## src/rtl/fetch_top_pkg.sv

```systemverilog
// Shared types and constants for the fetch stage.
// Included by the fetch top, its IF/ID register and the handshake interface.
package fetch_top_pkg;

    localparam int ADDR_SIZE  = 32;
    localparam int INSTR_SIZE = 32;

    localparam logic [INSTR_SIZE-1:0] NOP_INSTR = '0;

    typedef enum logic [1:0] {
        FETCH_S_FETCH = 2'd0,
        FETCH_S_HOLD  = 2'd1,
        FETCH_S_DRAIN = 2'd2
    } fetch_state_e;

    typedef struct packed {
        logic [ADDR_SIZE-1:0]  pc;
        logic [INSTR_SIZE-1:0] instr;
        logic                  valid;
    } if_id_t;

    function automatic logic [ADDR_SIZE-1:0] align_addr(
        input logic [ADDR_SIZE-1:0] a
    );
        return {a[ADDR_SIZE-1:2], 2'b00};
    endfunction

endpackage

```

## src/rtl/fetch_top_if.sv

```systemverilog
// Instruction memory request/response handshake.
// The fetch stage is the master; memory is the slave.
interface fetch_top_if;
    import fetch_top_pkg::*;

    logic                  imem_req;
    logic [ADDR_SIZE-1:0]  imem_addr;
    logic                  imem_ready;
    logic [INSTR_SIZE-1:0] imem_rdata;

    modport master (
        output imem_req,
        output imem_addr,
        input  imem_ready,
        input  imem_rdata
    );

    modport slave (
        input  imem_req,
        input  imem_addr,
        output imem_ready,
        output imem_rdata
    );

endinterface

```

## src/rtl/fetch_top_if_id_reg.sv

```systemverilog
// IF/ID pipeline register; also used by the hazard flush path.
// A bubble overrides both load and hold.
module if_id_reg
    import fetch_top_pkg::*;
(
    input  logic   clk,
    input  logic   reset,
    input  logic   load,
    input  logic   bubble,
    input  logic   hold,
    input  if_id_t d_in,
    output if_id_t q_out
);

    if_id_t if_id_d;
    if_id_t if_id_q;

    always_comb begin
        if_id_d = if_id_q;
        if (bubble) begin
            if_id_d.instr = NOP_INSTR;
            if_id_d.valid = 1'b0;
        end else if (load && !hold) begin
            if_id_d = d_in;
        end
    end

    always_ff @(posedge clk or negedge reset) begin
        if (!reset) begin
            if_id_q <= '{pc: '0, instr: NOP_INSTR, valid: 1'b0};
        end else begin
            if_id_q <= if_id_d;
        end
    end

    assign q_out = if_id_q;

endmodule

```

## src/rtl/fetch_top.sv

```systemverilog
// Fetch stage: PC, imem handshake FSM and the IF/ID register.
// Requests are never withdrawn, so a redirect mid-request drains it.
module fetch_top
    import fetch_top_pkg::*;
#(
    parameter logic [ADDR_SIZE-1:0] RESET_PC = 32'h0000_1000
) (
    input  logic                  clk,
    input  logic                  reset,
    input  logic                  stall,
    input  logic                  branch_taken,
    input  logic [ADDR_SIZE-1:0]  branch_target,
    fetch_top_if.master           imem,
    output logic [ADDR_SIZE-1:0]  out_pc,
    output logic [INSTR_SIZE-1:0] instruction,
    output logic                  out_valid
);

    fetch_state_e          state_d, state_q;
    logic [ADDR_SIZE-1:0]  pc_d, pc_q;
    logic [ADDR_SIZE-1:0]  drain_addr_d, drain_addr_q;
    logic [INSTR_SIZE-1:0] hold_instr_d, hold_instr_q;

    logic                  req;
    logic [ADDR_SIZE-1:0]  addr;
    logic                  load;
    logic                  bubble;
    logic [INSTR_SIZE-1:0] load_word;
    logic [ADDR_SIZE-1:0]  tgt;
    if_id_t                if_id_in;
    if_id_t                if_id_out;

    assign tgt = align_addr(branch_target);

    always_comb begin
        state_d      = state_q;
        pc_d         = pc_q;
        drain_addr_d = drain_addr_q;
        hold_instr_d = hold_instr_q;
        req          = 1'b1;
        addr         = pc_q;
        load         = 1'b0;
        bubble       = 1'b0;
        load_word    = imem.imem_rdata;
        unique case (state_q)
            FETCH_S_FETCH: begin
                if (branch_taken) begin
                    pc_d   = tgt;
                    bubble = 1'b1;
                    if (!imem.imem_ready) begin
                        drain_addr_d = pc_q;
                        state_d      = FETCH_S_DRAIN;
                    end
                end else if (imem.imem_ready) begin
                    if (!stall) begin
                        load = 1'b1;
                        pc_d = pc_q + ADDR_SIZE'(4);
                    end else begin
                        hold_instr_d = imem.imem_rdata;
                        state_d      = FETCH_S_HOLD;
                    end
                end else if (!stall) begin
                    bubble = 1'b1;
                end
            end
            FETCH_S_HOLD: begin
                req = 1'b0;
                if (branch_taken) begin
                    pc_d    = tgt;
                    bubble  = 1'b1;
                    state_d = FETCH_S_FETCH;
                end else if (!stall) begin
                    load      = 1'b1;
                    load_word = hold_instr_q;
                    pc_d      = pc_q + ADDR_SIZE'(4);
                    state_d   = FETCH_S_FETCH;
                end
            end
            FETCH_S_DRAIN: begin
                addr = drain_addr_q;
                if (branch_taken) pc_d = tgt;
                if (imem.imem_ready) state_d = FETCH_S_FETCH;
                // wrong-path slot: keep DECODE fed with bubbles
                if (branch_taken || !stall) bubble = 1'b1;
            end
            default: state_d = FETCH_S_FETCH;
        endcase
    end

    always_ff @(posedge clk or negedge reset) begin
        if (!reset) begin
            state_q      <= FETCH_S_FETCH;
            pc_q         <= RESET_PC;
            drain_addr_q <= '0;
            hold_instr_q <= '0;
        end else begin
            state_q      <= state_d;
            pc_q         <= pc_d;
            drain_addr_q <= drain_addr_d;
            hold_instr_q <= hold_instr_d;
        end
    end

    assign imem.imem_req  = req;
    assign imem.imem_addr = addr;

    assign if_id_in = '{pc: pc_q, instr: load_word, valid: 1'b1};

    if_id_reg u_if_id (
        .clk    (clk),
        .reset  (reset),
        .load   (load),
        .bubble (bubble),
        .hold   (stall),
        .d_in   (if_id_in),
        .q_out  (if_id_out)
    );

    assign out_pc      = if_id_out.pc;
    assign instruction = if_id_out.instr;
    assign out_valid   = if_id_out.valid;

endmodule

```

## src/flat_wrapper.sv

```systemverilog
// flat-port wrapper written by rule: the top's interface ports become plain ports
module fetch_top_flat import fetch_top_pkg::*;
#(
    parameter logic [ADDR_SIZE-1:0] RESET_PC = 32'h0000_1000
)
  (clk, reset, stall, branch_taken, branch_target, out_pc, instruction, out_valid, imem_imem_req, imem_imem_addr, imem_imem_ready, imem_imem_rdata);
  fetch_top_if imem_i ();
  input  logic clk;
  input  logic reset;
  input  logic stall;
  input  logic branch_taken;
  input  logic [ADDR_SIZE-1:0] branch_target;
  output logic [ADDR_SIZE-1:0] out_pc;
  output logic [INSTR_SIZE-1:0] instruction;
  output logic out_valid;
  output wire logic [$bits(imem_i.imem_req)-1:0] imem_imem_req;
  output wire logic [$bits(imem_i.imem_addr)-1:0] imem_imem_addr;
  input wire logic [$bits(imem_i.imem_ready)-1:0] imem_imem_ready;
  input wire logic [$bits(imem_i.imem_rdata)-1:0] imem_imem_rdata;
  assign imem_imem_req = imem_i.imem_req;
  assign imem_imem_addr = imem_i.imem_addr;
  assign imem_i.imem_ready = imem_imem_ready;
  assign imem_i.imem_rdata = imem_imem_rdata;
  fetch_top #(.RESET_PC(RESET_PC)) u_core (.clk(clk), .reset(reset), .stall(stall), .branch_taken(branch_taken), .branch_target(branch_target), .imem(imem_i), .out_pc(out_pc), .instruction(instruction), .out_valid(out_valid));
endmodule
```

## config.mk

```make
export PLATFORM = sky130hd
export DESIGN_NAME = fetch_top_flat
export DESIGN_NICKNAME = d
export VERILOG_FILES = /design/src/rtl/fetch_top_pkg.sv /design/src/rtl/fetch_top_if.sv /design/src/rtl/fetch_top_if_id_reg.sv /design/src/rtl/fetch_top.sv /design/src/flat_wrapper.sv
export SDC_FILE = /design/constraint.sdc
export NUM_CORES = 1
export LEC_CHECK = 0
export BUFFER_PORTS_ARGS = -buffer_cell sky130_fd_sc_hd__buf_4
export CORE_MARGIN = 2
export CORE_UTILIZATION = 30
export CTS_BUF_LIST = sky130_fd_sc_hd__clkbuf_4 sky130_fd_sc_hd__clkbuf_8
export DETAILED_ROUTE_END_ITERATION = 10
export PLACE_DENSITY_LB_ADDON = 0.3
export SLEW_MARGIN = 20
export SYNTH_ARGS = -nofsm -noshare
export SYNTH_HDL_FRONTEND = slang
export SYNTH_HIERARCHICAL = 1
export SYNTH_SLANG_ARGS = --single-unit
export TNS_END_PERCENT = 100
```

## constraint.sdc

```tcl
create_clock -name clk -period 3.8 [get_ports clk]
set_input_delay 0.38 -clock clk [delete_from_list [all_inputs] [get_ports clk]]
set_output_delay 0.38 -clock clk [all_outputs]
set_load 0.01 [all_outputs]
```

# --- Yosys cells after proc, flatten, opt, wreduce, memory -nomap -nowiden ---
# Index checks and enable logic that the tools add are counted.
op_classes:
  add_sub_neg: 1
  eq_ne: 8
  n_mux: 31
  n_bitwise: 3
  reduce_logical: 11
ops:
  columns: ["op", "n"]
  rows:
  - ["$mux W32", 9]
  - ["$pmux W32 S3", 1]
  - ["$mux W33", 2]
  - ["$add A32 B3 Y32 const B", 1]
  - ["$mux W2", 7]
  - ["$ne A3 B3 Y1 const B", 4]
  - ["$mux W1", 9]
  - ["$reduce_and A3 Y1", 3]
  - ["$pmux W2 S3", 1]
  - ["$reduce_and A5 Y1", 1]
  - ["$ne A2 B2 Y1 const B", 2]
  - ["$not A1 Y1", 3]
  - ["$pmux W1 S3", 1]
  - ["$reduce_bool A3 Y1", 1]
  - ["$eq A2 B1 Y1 const B", 1]
  - ["$eq A2 B2 Y1 const B", 1]
  - ["$logic_not A2 Y1", 1]
  - ["$pmux W1 S2", 1]
  - ["$reduce_and A2 Y1", 1]
  - ["$reduce_bool A2 Y1", 1]
  - ["$logic_and A1 B1 Y1", 1]
  - ["$logic_not A1 Y1", 1]
  - ["$logic_or A1 B1 Y1", 1]
word_totals:
  regBits: 163
  inputBits: 69
  out_inout_bits: 98

# --- Depth between registers and ports, before layout ---
# Gate-level depths: netlist (run 1).
depth:
  ltp_word: 7
  depth_mapped: 9
  mapped_depth_nobuf: 6

# --- Modules after synthesis ---
# The synthesis (run 1) kept the hierarchy.
modules_own_cells:
  columns: ["module", "instances", "cells_each", "area_per_inst_um2", "seq_area_each_um2"]
  rows:
  - ["fetch_top", 1, 486, 5240.0, 2353.5]
  - ["if_id_reg", 1, 214, 2682.6, 1626.6]

# --- Worst setup path before layout (run 1) ---
# No wires, ideal clock.
synth_timing:
  path_kind: "input port to flip-flop"
  from: "input branch_taken"
  to: "register u_core.u_if_id.if_id_q (netlist bit u_core/u_if_id/q_out[33])"
  setup_time_ns: 0.125
  arrival_time_ns: 1.936
  required_ns: 3.675
  path_slack_ns: 1.739
  cell_stages: 8
  n_path_buf: 3
  cell_sequence: "buf_2 or4_4 clkinv_1 nand2b_4 buf_6 nor2_8 buf_12 mux2_4"
synth_lines:
  columns: ["element", "line_no", "rtl"]
  rows:
  - ["start, declared", "flat_wrapper.sv:11", "input logic branch_taken;"]
  - ["$mux W1, on equally long branches", "fetch_top.sv:68, fetch_top.sv:47", null]
  - ["$pmux W1 S2 *", "fetch_top.sv:45", "unique case (state_q)"]
  - ["via u_core.load", "fetch_top.sv:26", "logic load;"]
  - ["$logic_and A1 B1 Y1 *", "fetch_top_if_id_reg.sv:23", "end else if (load && !hold) begin"]
  - ["$reduce_and A2 Y1 (no line) *", null, null]
  - ["end signal, assigned", "fetch_top_if_id_reg.sv:30", "if_id_q <= '{pc: '0, instr: NOP_INSTR, valid: 1'b0};"]
  - ["end signal, assigned", "fetch_top_if_id_reg.sv:32", "if_id_q <= if_id_d;"]
  - ["end, declared", "fetch_top_if_id_reg.sv:16", "if_id_t if_id_q;"]
# Mark *: on every way through the listed nets, which the timed path passes. The rest lies on a longest branch.
# A chain may end at the register's enable or synchronous reset.

# --- Worst setup path after layout (run 1) ---
layout_timing:
  from: "register u_core.state_q[0]"
  to: "register u_core.u_if_id.if_id_q (netlist bit u_core/u_if_id/q_out[36])"
layout_via:
  elab_chain_len: 4
layout_lines:
  columns: ["element", "line_no", "rtl"]
  rows:
  - ["start, declared", "fetch_top.sv:19", "fetch_state_e state_d, state_q;"]
  - ["start signal, assigned", "fetch_top.sv:97", "state_q <= state_d;"]
  - ["$eq A2 B1 Y1 / $logic_not A2 Y1 (equally long branches)", "fetch_top.sv:45", null]
  - ["$pmux W1 S2 *", "fetch_top.sv:45", null]
  - ["via u_core.load", "fetch_top.sv:26", null]
  - ["$logic_and A1 B1 Y1 *", "fetch_top_if_id_reg.sv:23", null]
  - ["$reduce_and A2 Y1 (no line) *", null, null]
# Marks and branches as above.

==> results of run 1 <==
-- state kept, by name, summed over array words and instances (netlist names) --
signal / flops
u_core/u_if_id/q_out: 65
u_core/hold_instr_q: 32
u_core/drain_addr_q: 30
u_core/pc_q: 30
u_core/state_q: 2
-- area by class of cell --
class                      count  area share [%]
sequential                   159           40.38
inverter                       4          0.1523
antenna                        1         0.02539
clock inverter                11           1.815
clock buffer                  21           2.742
multi-input combinational    484           37.19
tap                          335           4.252
timing repair buffer         176           13.44
-- final timing paths --
kind,startpoint,endpoint,depth (start not counted)
hold reg to reg,u_core/hold_instr_q[8],u_core/hold_instr_q[8],1
setup reg to reg,u_core/state_q[0],u_core/u_if_id/q_out[36],7
hold / removal,reset,u_core/u_if_id/q_out[41],1
setup / recovery,u_core/state_q[0],u_core/u_if_id/q_out[36],7
min in group clk,imem_imem_ready,u_core/state_q[1],2
max in group asynchronous,reset,u_core/u_if_id/q_out[15],2
-- metal layers --
layer / share of wire, % / track usage (%)
met1: 47 / 20.78
met2: 47 / 23.75
met3: 4.7 / 3.446
met4: 0.93 / 3.711
met5: 0 / 0
-- where the power goes --
part | internal [mW] | leakage, nW | switching [mW] | total [mW]
logic | 0.799 | 2.11 | 0.556 | 1.36
clock network | 0.765 | 0.215 | 0.679 | 1.44
registers | 2.08 | 1.95 | 0.318 | 2.40
total | 3.64 | 4.28 | 1.55 | 5.20
-- layout by cell type (no fill, tap or decap), types with 4 or more instances in the layout --
cell type	instances
clkbuf_8	18
mux2_4	30
o22ai_1	7
mux2_2	124
and2_1	4
dfrtp_1	158
nand3_1	19
nor3_1	5
nand2_1	98
conb_1	5
nor4_1	4
a22oi_1	4
nor2_1	29
o21ai_0	20
buf_4	175
bufinv_16	4
clkinvlp_4	4
or3_1	4
a21oi_1	63
a2bb2oi_1	4
and3_1	7
nand4_1	12
-- critical path, cell delays in order (launching register included) --
cell,delay (ns)
dfrtp_1,0.60
nor2_1,0.20
or4_4,0.49
clkinv_1,0.16
nand2b_4,0.28
nor2_8,0.45
buf_4,0.33
mux2_4,0.33
-- stage by stage --
stage	hold WS, ns	cells
floorplan	0.08441	703
global placement	0.4808	1158
detailed placement	0.4899	1158
CTS	0.001291	1190
global route	0.02784	1190
finish	-0.02900	1191
-- logic make-up (layout without fill, tap and decap cells) --
group                    after synthesis  after routing  synth area share (%)
flip-flops                           159            159                 50.24
AO/OA/AOI/OAI                        122            122                 9.144
buffers and inverters                 60            212                 4.280
multiplexers                         154            154                 23.31
AND/OR/NAND/NOR                      202            202                 12.78
other                                  2              6               0.09479
adder cells (fa/ha/maj)                1              1                0.1579
==> summary.md, run 1 <==
| Metric | Value |
|---|---|
| RSZ-0062 raised after global routing | `false` |
| Mapped Avg Cell Area | `11.32 µm²` |
| CP Launch Type | `flip-flop` |
| Pwr dens | `about 530 mW/mm²` |
| Max Buffers Root-to-Sink | `2` |
| DR pass1 iterations | `4` |
| WL per Instance | `between 15 and 20 µm` |
| Design area | `approximately 0.0099 mm²` |
| P_leak | `roughly 4.3 nW` |
| MaxCap Viol Count | `0` |
| Area of the multi-input gates | `about 0.0037 mm²` |
| Clock Latency Late Sink | `0.46 ns` |
| Syn Inst Count | `700` |
| # DRC | `0` |
| Final Max Slew Viols | `0` |
| Final setup fails | `0` |
| Top cells by area, synth | `dfrtp_1 50%, mux2_2 18%, mux2_4 5.7%` |
| Unique masters post-synth | `62` |
| # fillers | `approximately 2600` |
| Hold WS | `-0.02900 ns` |
| Post-synth EDFFs | `0` |
| Hold Fails Final Rpt | `12` |
| Io pins | `167` |
| CORE AREA | `roughly 0.026 mm²` |
| Maximum vdd ir drop | `0.2082 mV` |
| Vias per cell | `a little under 5` |
| Async set-reset flop share out of synthesis | `100.0%` |
| Post-synthesis sequential area ratio | `around half` |
| Top_reg_cell synth | `dfrtp_1` |
| Min Tclk post-route | `2.965 ns` |
| Clock-pin slew on the worst setup and hold paths | `approximately 0.10 ns` |
| Count leader, synth | `dfrtp_1` |
| Measured slew at the worst slew-check pin | `slightly below 1 ns` |
| Synthesized area | `0.007923 mm²` |
| Fmax | `~340 MHz` |
| Worst reg2reg setup slack | `approximately 0.83 ns` |
| Post-layout worst setup margin | `0.8349 ns` |
| IO buf count | `around 160` |
| Post-route clock period utilization | `78.03%` |
| Synth-to-Final Area Change | `24.42%` |
| Register bit count reported by yosys | `between 150 and 200` |
| CTS tree | `yes` |
| GR Overflow Total | `0` |
| Post-route ant nets | `0` |
| Root Driver | `clkbuf_8` |
| Row count | `59` |
| Gr usage total | `between 10% and 20%` |
| Total power | `5.196 mW` |
| Register Area | `roughly 0.004 mm²` |
| Post-DP Area | `around 0.0094 mm²` |
| Final core occ | `between 30 and 40%` |
| Setup bufs post-CTS | `0` |
| Placer congestion estimate | `0.8208` |
| Worst EP required | `approximately 4.1 ns` |
| Die Wd | `approximately 170 µm` |
| Leading area contributor after synthesis | `dfrtp_1` |
| Failing checks | `negative hold slack` |
| Hold buffer count at CTS | `0` |
| YS warnings | `6` |
| Via count | `approximately 5800` |
| Status | `finished with violations` |
| Hold Crit Class | `input pin to async pin` |
| Detail Placement HPWL | `~14000 µm` |
| Rel. slew slack | `between 30% and 40%` |
| Clk_skew | `between 0.015 and 0.02 ns` |
| Critical path peak fanout | `34` |
| Pin count of the biggest net entering global routing | `approximately 90` |
| Most frequent cells after synthesis | `158 x dfrtp_1, 124 x mux2_2, 98 x nand2_1` |
| Synth top area share | `around half` |
| CTS Sinks | `approximately 160` |
| Routed WL | `roughly 21000 µm` |
| Critical Path AT | `roughly 3.3 ns` |
| Final Net Count | `slightly above 900` |
| Global-route wire length before repair | `~33000 µm` |
| Fraction of layout cells with a size suffix above 1 | `between 40% and 50%` |
| Number of global-route vias before repair | `~5700` |
| Setup TNS | `0 ns` |
| Post_cts resized | `0` |
| Vert. Die Dim | `166.5 µm` |
| Starting Density | `30.49%` |
| Post-Place Worst Slack | `roughly 0.8 ns` |
| Critical path class | `flip-flop to flip-flop` |
| Initial antenna violation count | `1` |
| Die footprint | `0.02772 mm²` |
| TritonCTS Buffers | `17` |
| Worst Setup End Kind | `flip-flop` |
| Iteration-0 DRC count of the detailed router | `431` |
| # H-tree levels | `4` |
Note: power is estimated with default switching activity, not from simulation.
==> run 2: changes to the inputs <==
==> constraint.sdc (replaced) <==
create_clock -name clk -period 2.9 [get_ports clk]
set_input_delay 0.29 -clock clk [delete_from_list [all_inputs] [get_ports clk]]
set_output_delay 0.29 -clock clk [all_outputs]
set_load 0.01 [all_outputs]
==> summary.md, run 2 (synthesis results as in run 1) <==
| Metric | Value |
|---|---|
| Post-route ant nets | `0 (unchanged)` |
| Clock share of power | `25.2% (-2.6 points)` |
| Crit-path cells | `nor2b_4 -> buf_4 -> mux2_2 -> buf_4` |
| Routed WL | `20930 µm (about the same)` |
| Critical path class | `flip-flop to output pin` |
| CTS Sinks | `159 (unchanged)` |
| Post-Place Worst Slack | `0.5221 ns (-0.2747 ns)` |
| Most frequent cells in the layout | `180 x buf_4, 158 x dfrtp_1, 124 x mux2_2` |
| Max Buffers Root-to-Sink | `2 (unchanged)` |
| Post-route clock period utilization | `a little over four fifths` |
| Hold Fails Final Rpt | `0 (-12)` |
| Status | `complete, no violations` |
| Post_cts resized | `0 (unchanged)` |
| Hold WS | `0.04139 ns (+0.07039 ns)` |
| TritonCTS Buffers | `17 (unchanged)` |
| Placer congestion estimate | `0.8328 (+1.5%)` |
| Global-route wire length before repair | `33300 µm (+1.2%)` |
| Vias per cell | `4.915 (+0.72%)` |
| Die Wd | `166.5 µm (unchanged)` |
| GR Overflow Total | `0 (unchanged)` |
| Root Driver | `clkbuf_8` |
| RSZ-0062 raised after global routing | `false` |
| Worst Setup End Kind | `output pin` |
| Critical path peak fanout | `18 (-47%)` |
| Iteration-0 DRC count of the detailed router | `298 (-31%)` |
| Die footprint | `0.02772 mm² (unchanged)` |
| WL per Instance | `17.46 µm (-0.60%)` |
| Number of global-route vias before repair | `5858 (+3.4%)` |
| Max FFs per register | `65 (unchanged)` |
| Rel. slew slack | `57.96% (+23 points)` |
| CORE AREA | `0.02598 mm² (unchanged)` |
| Final core occ | `38.03% (+0.096 points)` |
| Cell count after placement | `1163 (+0.43%)` |
| Layout Cells excl Fill | `1199 (+0.67%)` |
| Total power | `6.590 mW (+27%)` |
| Pin count of the biggest net entering global routing | `97 (+9.0%)` |
| CP Launch Type | `flip-flop` |
| Clk_skew | `0.01246 ns (-0.007528 ns)` |
| Post-DP Area | `0.009468 mm² (+0.67%)` |
| # fillers | `2590 (+0.27%)` |
| Post-layout worst setup margin | `0.4497 ns (-0.3851 ns)` |
| Final Net Count | `920 (+0.88%)` |
| Crit path top cell by count | `buf_4` |
| Hold Crit Class | `input pin to flip-flop` |
| Measured slew at the worst slew-check pin | `0.6299 ns (-0.3466 ns)` |
| CTS tree | `yes` |
| Via count | `5893 (+1.4%)` |
| Maximum vdd ir drop | `0.3446 mV (+65%)` |
| P_int | `4.595 mW (+26%)` |
| # DRC | `0 (unchanged)` |
| Setup TNS | `0 ns (unchanged)` |
| Fraction of layout cells with a size suffix above 1 | `45.19% (+0.40 points)` |
| CP max-delay cell | `dfrtp_1` |
| CP top delay family | `flip-flops` |
| MaxCap Viol Count | `0 (unchanged)` |
| Final Max Slew Viols | `0 (unchanged)` |
| P_leak | `4.317 nW (+0.91%)` |
| Detail Placement HPWL | `14210 µm (+0.51%)` |
| Sequential Power Share | `47.6% (+1.5 points)` |
| Largest stage delay, worst path | `0.57 ns (-0.03 ns)` |
| Min Tclk post-route | `between 2 and 2.5 ns` |
| Row count | `59 (unchanged)` |
| Synth-to-Final Area Change | `24.73%` |
| Crit path buf inv count | `2 (unchanged)` |
| Clock Latency Late Sink | `0.46 ns (about the same)` |
| Switching Power | `1.995 mW (+28%)` |
| Critical Path AT | `2.16 ns (-1.14 ns)` |
| Pwr dens | `666.9 mW/mm² (+27%)` |
| Area of the multi-input gates | `0.003666 mm² (unchanged)` |
| Io pins | `167 (unchanged)` |
| Vert. Die Dim | `166.5 µm (unchanged)` |
| # H-tree levels | `4 (unchanged)` |
| Final setup fails | `0 (unchanged)` |
| Clock-pin slew on the worst setup and hold paths | `0.08 ns (-0.02 ns)` |
| Initial antenna violation count | `1 (unchanged)` |
| Gr usage total | `15.24% (+0.25 points)` |
| Logic pwr share | `27.1% (+1.0 points)` |
| Commonest non-fill, non-tap cell in the layout | `buf_4` |
| Sw frac | `30.27% (+0.38 points)` |
| Starting Density | `30.49% (unchanged)` |
| Fmax | `roughly 410 MHz` |
| IO buf count | `162 (unchanged)` |
| DR pass1 iterations | `4 (unchanged)` |
| Worst EP required | `2.61 ns (-1.53 ns)` |
| Register Area | `0.003980 mm² (unchanged)` |
| Design area | `0.009882 mm² (+0.25%)` |
==> run 2: cell types whose count changed in the layout (fill, tap and decap cells not counted), moves of 3 or more <==
cell,change
buf_4,+5
clkinv_2,+6
clkinvlp_4,-4
clkinv_4,+3
==> run 2: what timing repair did <==
action | in CTS | in global routing
hold buffers | 1 | 0
buffers inserted | 0 | 2
setup endpoints to repair | 0 | 16
endpoints found under the hold margin | 26 | 0
==> run 2: area by class of cell <==
| cell class | count | area share, % |
|---|---|---|
| Multi-Input combinational cell | 484 | 37.10 |
| Clock inverter | 11 | 1.178 |
| Tap cell | 335 | 4.242 |
| Timing Repair Buffer | 184 | 14.29 |
| Inverter | 4 | 0.1519 |
| Antenna cell | 1 | 0.02532 |
| Sequential cell | 159 | 40.28 |
| Clock buffer | 21 | 2.735 |
==> run 2: per-layer routing <==
metal / vias to the layer above / track usage (%) / share of wire [%]
met4: 0 / 5.135 / 1.9
li1: 2793 / - / -
met5: - / 0 / 0
met3: 21 / 3.327 / 4.5
met2: 143 / 23.55 / 46
met1: 2936 / 21.21 / 47
==> run 2: power by group through the flow <==
stage,clock network [mW],logic [mW],registers [mW]
detailed placement,0,1.81,3.17
finish,1.66,1.79,3.14
global route,1.82,1.93,3.23
floorplan,0,1.05,3.10
CTS,1.73,1.81,3.14
global placement,0,1.78,3.17
==> run 2: worst reg2reg max path: stages, from the launching register on <==
cell,delay (ns)
dfrtp_1,0.62
nor2_1,0.20
or4_4,0.49
clkinv_1,0.16
nand2b_4,0.09
nor2_8,0.09
buf_12,0.27
mux2_2,0.37
==> run 2: path summary, 6_finish.rpt <==
check                                            start                        to  slack [ns]  cells past startpoint
worst max-delay path                 u_core/state_q[1]        imem_imem_addr[21]        0.45                      4
worst min-delay path                   imem_imem_ready         u_core/state_q[1]        0.04                      2
worst max register to register       u_core/state_q[0]  u_core/u_if_id/q_out[59]        0.51                      7
worst min register to register  u_core/hold_instr_q[8]    u_core/hold_instr_q[8]        0.50                      1
max in group asynchronous                        reset  u_core/u_if_id/q_out[10]        1.79                      3
min in group asynchronous                        reset  u_core/u_if_id/q_out[42]        0.26                      2
==> run 3: changes to the inputs <==
--- a/config.mk
+++ b/config.mk
@@ -5,6 +5,7 @@
 export SDC_FILE = /design/constraint.sdc
 export NUM_CORES = 1
 export LEC_CHECK = 0
+export ABC_AREA = 1
 export BUFFER_PORTS_ARGS = -buffer_cell sky130_fd_sc_hd__buf_4
 export CORE_MARGIN = 2
 export CORE_UTILIZATION = 30
==> constraint.sdc (replaced) <==
create_clock -name clk -period 2.3 [get_ports clk]
set_input_delay 0.23 -clock clk [delete_from_list [all_inputs] [get_ports clk]]
set_output_delay 0.23 -clock clk [all_outputs]
set_load 0.01 [all_outputs]
==> summary.md, run 3 <==
| Metric | Value |
|---|---|
| Row count | `61 (+3.4%)` |
| Worst reg2reg setup slack | `0.31 ns (-0.20 ns)` |
| Placer congestion estimate | `0.8426 (+1.2%)` |
| Hold worst-path end | `u_core/pc_q[4]` |
| RSZ-0062 raised after global routing | `false` |
| YS warnings | `6 (unchanged)` |
| DR pass1 iterations | `5 (+1)` |
| Count leader, synth | `nand2_1` |
| HP Start | `branch_target[4]` |
| Io pins | `167 (unchanged)` |
| Worst EP required | `2.07 ns (-0.54 ns)` |
| MaxCap Viol Count | `0 (unchanged)` |
| Leading area contributor after synthesis | `dfrtp_1` |
| Clk_skew | `0.01422 ns (+0.001752 ns)` |
| Measured slew at the worst slew-check pin | `0.7019 ns (+0.07203 ns)` |
| Reg-to-Reg End | `u_core/u_if_id/q_out[13]` |
| Top_reg_cell synth | `dfrtp_1` |
| Min Tclk post-route | `about 2.1 ns` |
| Post-synthesis sequential area ratio | `46.55% (-3.7 points)` |
| Iteration-0 DRC count of the detailed router | `728 (+140%)` |
| Worst Setup End Kind | `output pin` |
| Max Buffers Root-to-Sink | `2 (unchanged)` |
| Commonest non-fill, non-tap cell in the layout | `nand2_1` |
| Post-route clock period utilization | `approximately nine tenths` |
| Starting Density | `30.61% (+0.12 points)` |
| CTS Sinks | `159 (unchanged)` |
| P_leak | `5.155 nW (+19%)` |
| TritonCTS Buffers | `17 (unchanged)` |
| Synth top area share | `46.24% (-3.7 points)` |
| Fraction of layout cells with a size suffix above 1 | `21.31% (-24 points)` |
| Routed WL | `26200 µm (+25%)` |
| IO buf count | `162 (unchanged)` |
| Reg2reg start | `u_core/state_q[1]` |
| Global-route wire length before repair | `42770 µm (+28%)` |
| Pwr dens | `850.1 mW/mm² (+27%)` |
| Register bit count reported by yosys | `159 (unchanged)` |
| # fillers | `2985 (+15%)` |
| Final Net Count | `1338 (+45%)` |
| Post-route ant nets | `0 (unchanged)` |
| Rel. slew slack | `53.20% (-4.8 points)` |
| CTS tree | `yes` |
| Die footprint | `0.02987 mm² (+7.7%)` |
| Maximum vdd ir drop | `0.3818 mV (+11%)` |
| Via count | `8061 (+37%)` |
| Clock Latency Late Sink | `0.46 ns (about the same)` |
| Max FFs per register | `65 (unchanged)` |
| Pin count of the biggest net entering global routing | `69 (-29%)` |
| Path depth of the worst reg2reg path | `8 (+1)` |
| Synth-to-Final Area Change | `23.97%` |
| Vert. Die Dim | `172.8 µm (+3.8%)` |
| Number of global-route vias before repair | `7719 (+32%)` |
| Ant. Diodes | `0 (-1)` |
| # DRC | `0 (unchanged)` |
| Async set-reset flop share out of synthesis | `100.0% (unchanged)` |
| Critical path class | `flip-flop to output pin` |
| Hold Crit Class | `input pin to flip-flop` |
| Vias per cell | `4.859 (-1.1%)` |
| Clock-pin slew on the worst setup and hold paths | `0.10 ns (+0.02 ns)` |
| WHS Path Cells | `3 (+1)` |
| Post-synth EDFFs | `0 (unchanged)` |
| WL per Instance | `15.79 µm (-9.5%)` |
| Detail Placement HPWL | `18030 µm (+27%)` |
| Setup bufs post-CTS | `0 (unchanged)` |
| GR Overflow Total | `0 (unchanged)` |
| Hold WS | `0.06782 ns (+0.02643 ns)` |
| Area of the multi-input gates | `0.003926 mm² (+7.1%)` |
| Critical path peak fanout | `60 (+42)` |
| Post-Place Worst Slack | `0.3229 ns (-0.1993 ns)` |
| Final setup fails | `0 (unchanged)` |
| Gr usage total | `17.74% (+2.5 points)` |
| Final Max Slew Viols | `0 (unchanged)` |
| Unique masters post-synth | `34 (-45%)` |
| Top cells by area, synth | `dfrtp_1 46%, nand2_1 16%, o21ai_0 8.1%` |
| Fmax | `slightly below 500 MHz` |
| Die Wd | `172.8 µm (+3.8%)` |
| Most frequent cells in the layout | `364 x nand2_1, 182 x buf_4, 158 x dfrtp_1` |
| Final core occ | `37.95% (-0.083 points)` |
| Post-layout worst setup margin | `0.2267 ns (-0.2230 ns)` |
| Most frequent cells after synthesis | `364 x nand2_1, 158 x dfrtp_1, 138 x o21ai_0` |
| # H-tree levels | `4 (unchanged)` |
| Root Driver | `clkbuf_8` |
| Syn Inst Count | `1130 (+61%)` |
| Register Area | `0.003980 mm² (unchanged)` |
| Hold Fails Final Rpt | `0 (unchanged)` |
| Post-DP Area | `0.01015 mm² (+7.2%)` |
| Setup TNS | `0 ns (unchanged)` |
| Critical Path AT | `1.84 ns (-0.32 ns)` |
| Design area | `0.01060 mm² (+7.3%)` |
| CP Launch Type | `flip-flop` |
| Synthesized area | `0.008551 mm² (+7.9%)` |
| CORE AREA | `0.02793 mm² (+7.5%)` |
| Initial antenna violation count | `0 (-1)` |
| Status | `complete, no violations` |
| Mapped Avg Cell Area | `7.567 µm² (-33%)` |
## run 3: kinds of logic (layout without fill, tap and decap cells)
group / after synthesis / after routing / share of synthesized area (%)
flip-flops: 159 / 159 / 46.55
XOR/XNOR: 3 / 3 / 0.3073
AO/OA/AOI/OAI: 167 / 167 / 10.05
AND/OR/NAND/NOR: 615 / 615 / 30.80
other: 2 / 5 / 0.08783
adder cells (fa/ha/maj): 1 / 1 / 0.1463
multiplexers: 32 / 32 / 4.214
buffers and inverters: 151 / 299 / 7.843
## run 3: final cells by class
cell class	instances	share of cell area, %
clock buffers	19	2.467
clock inverters	13	1.688
inverters	78	2.762
multi-input cells	823	37.04
flip-flops and latches	159	37.55
well taps	378	4.462
repair buffers	189	14.03
## run 3: how the worst max path moves through the flow
| stage | from | endpoint | slack [ns] | depth (start not counted) |
|---|---|---|---|---|
| final | u_core/state_q[1] | imem_imem_addr[29] | 0.23 | 5 |
| after global routing | u_core/state_q[0] | u_core/u_if_id/q_out[31] | 0.06 | 7 |
| after CTS | u_core/state_q[1] | imem_imem_addr[29] | 0.12 | 5 |
| after detailed placement | u_core/state_q[1] | u_core/u_if_id/q_out[30] | 0.32 | 8 |
| after global placement | u_core/state_q[1] | u_core/u_if_id/q_out[21] | 0.39 | 8 |
| after floorplan | u_core/state_q[1] | u_core/u_if_id/q_out[22] | 0.71 | 7 |
## run 3: through the flow
stage	power [mW]	std cells
after floorplan	5.412	1133
after global placement	6.685	1626
after detailed placement	6.744	1626
after CTS	9.146	1659
after global routing	9.655	1659
final	9.011	1659
## run 3: layer usage
layer | vias to the layer above | routed length (µm) | global-route usage (%)
met5 | - | 0 | 0
met4 | 0 | 209 | 3.566
met3 | 17 | 1309 | 3.210
met2 | 215 | 12480 | 28.73
met1 | 3845 | 12200 | 24.90
li1 | 3984 | - | -
## run 3: critical path, cell delays in order, from the launching register on
cell and delay [ns]:
dfrtp_1 0.43, inv_2 0.12, nor2_4 0.06, buf_12 0.19, o21ai_0 0.38, buf_4 0.20
## run 3: power breakdown
part	switching, mW	internal (mW)	leakage (nW)
logic	1.59	1.10	2.93
registers	0.518	3.45	2.02
clock network	1.19	1.16	0.207
## run 3: repair_timing
item	CTS	global route
hold buffers	1	0
endpoints found under the hold margin	36	0
gates resized for setup	0	0
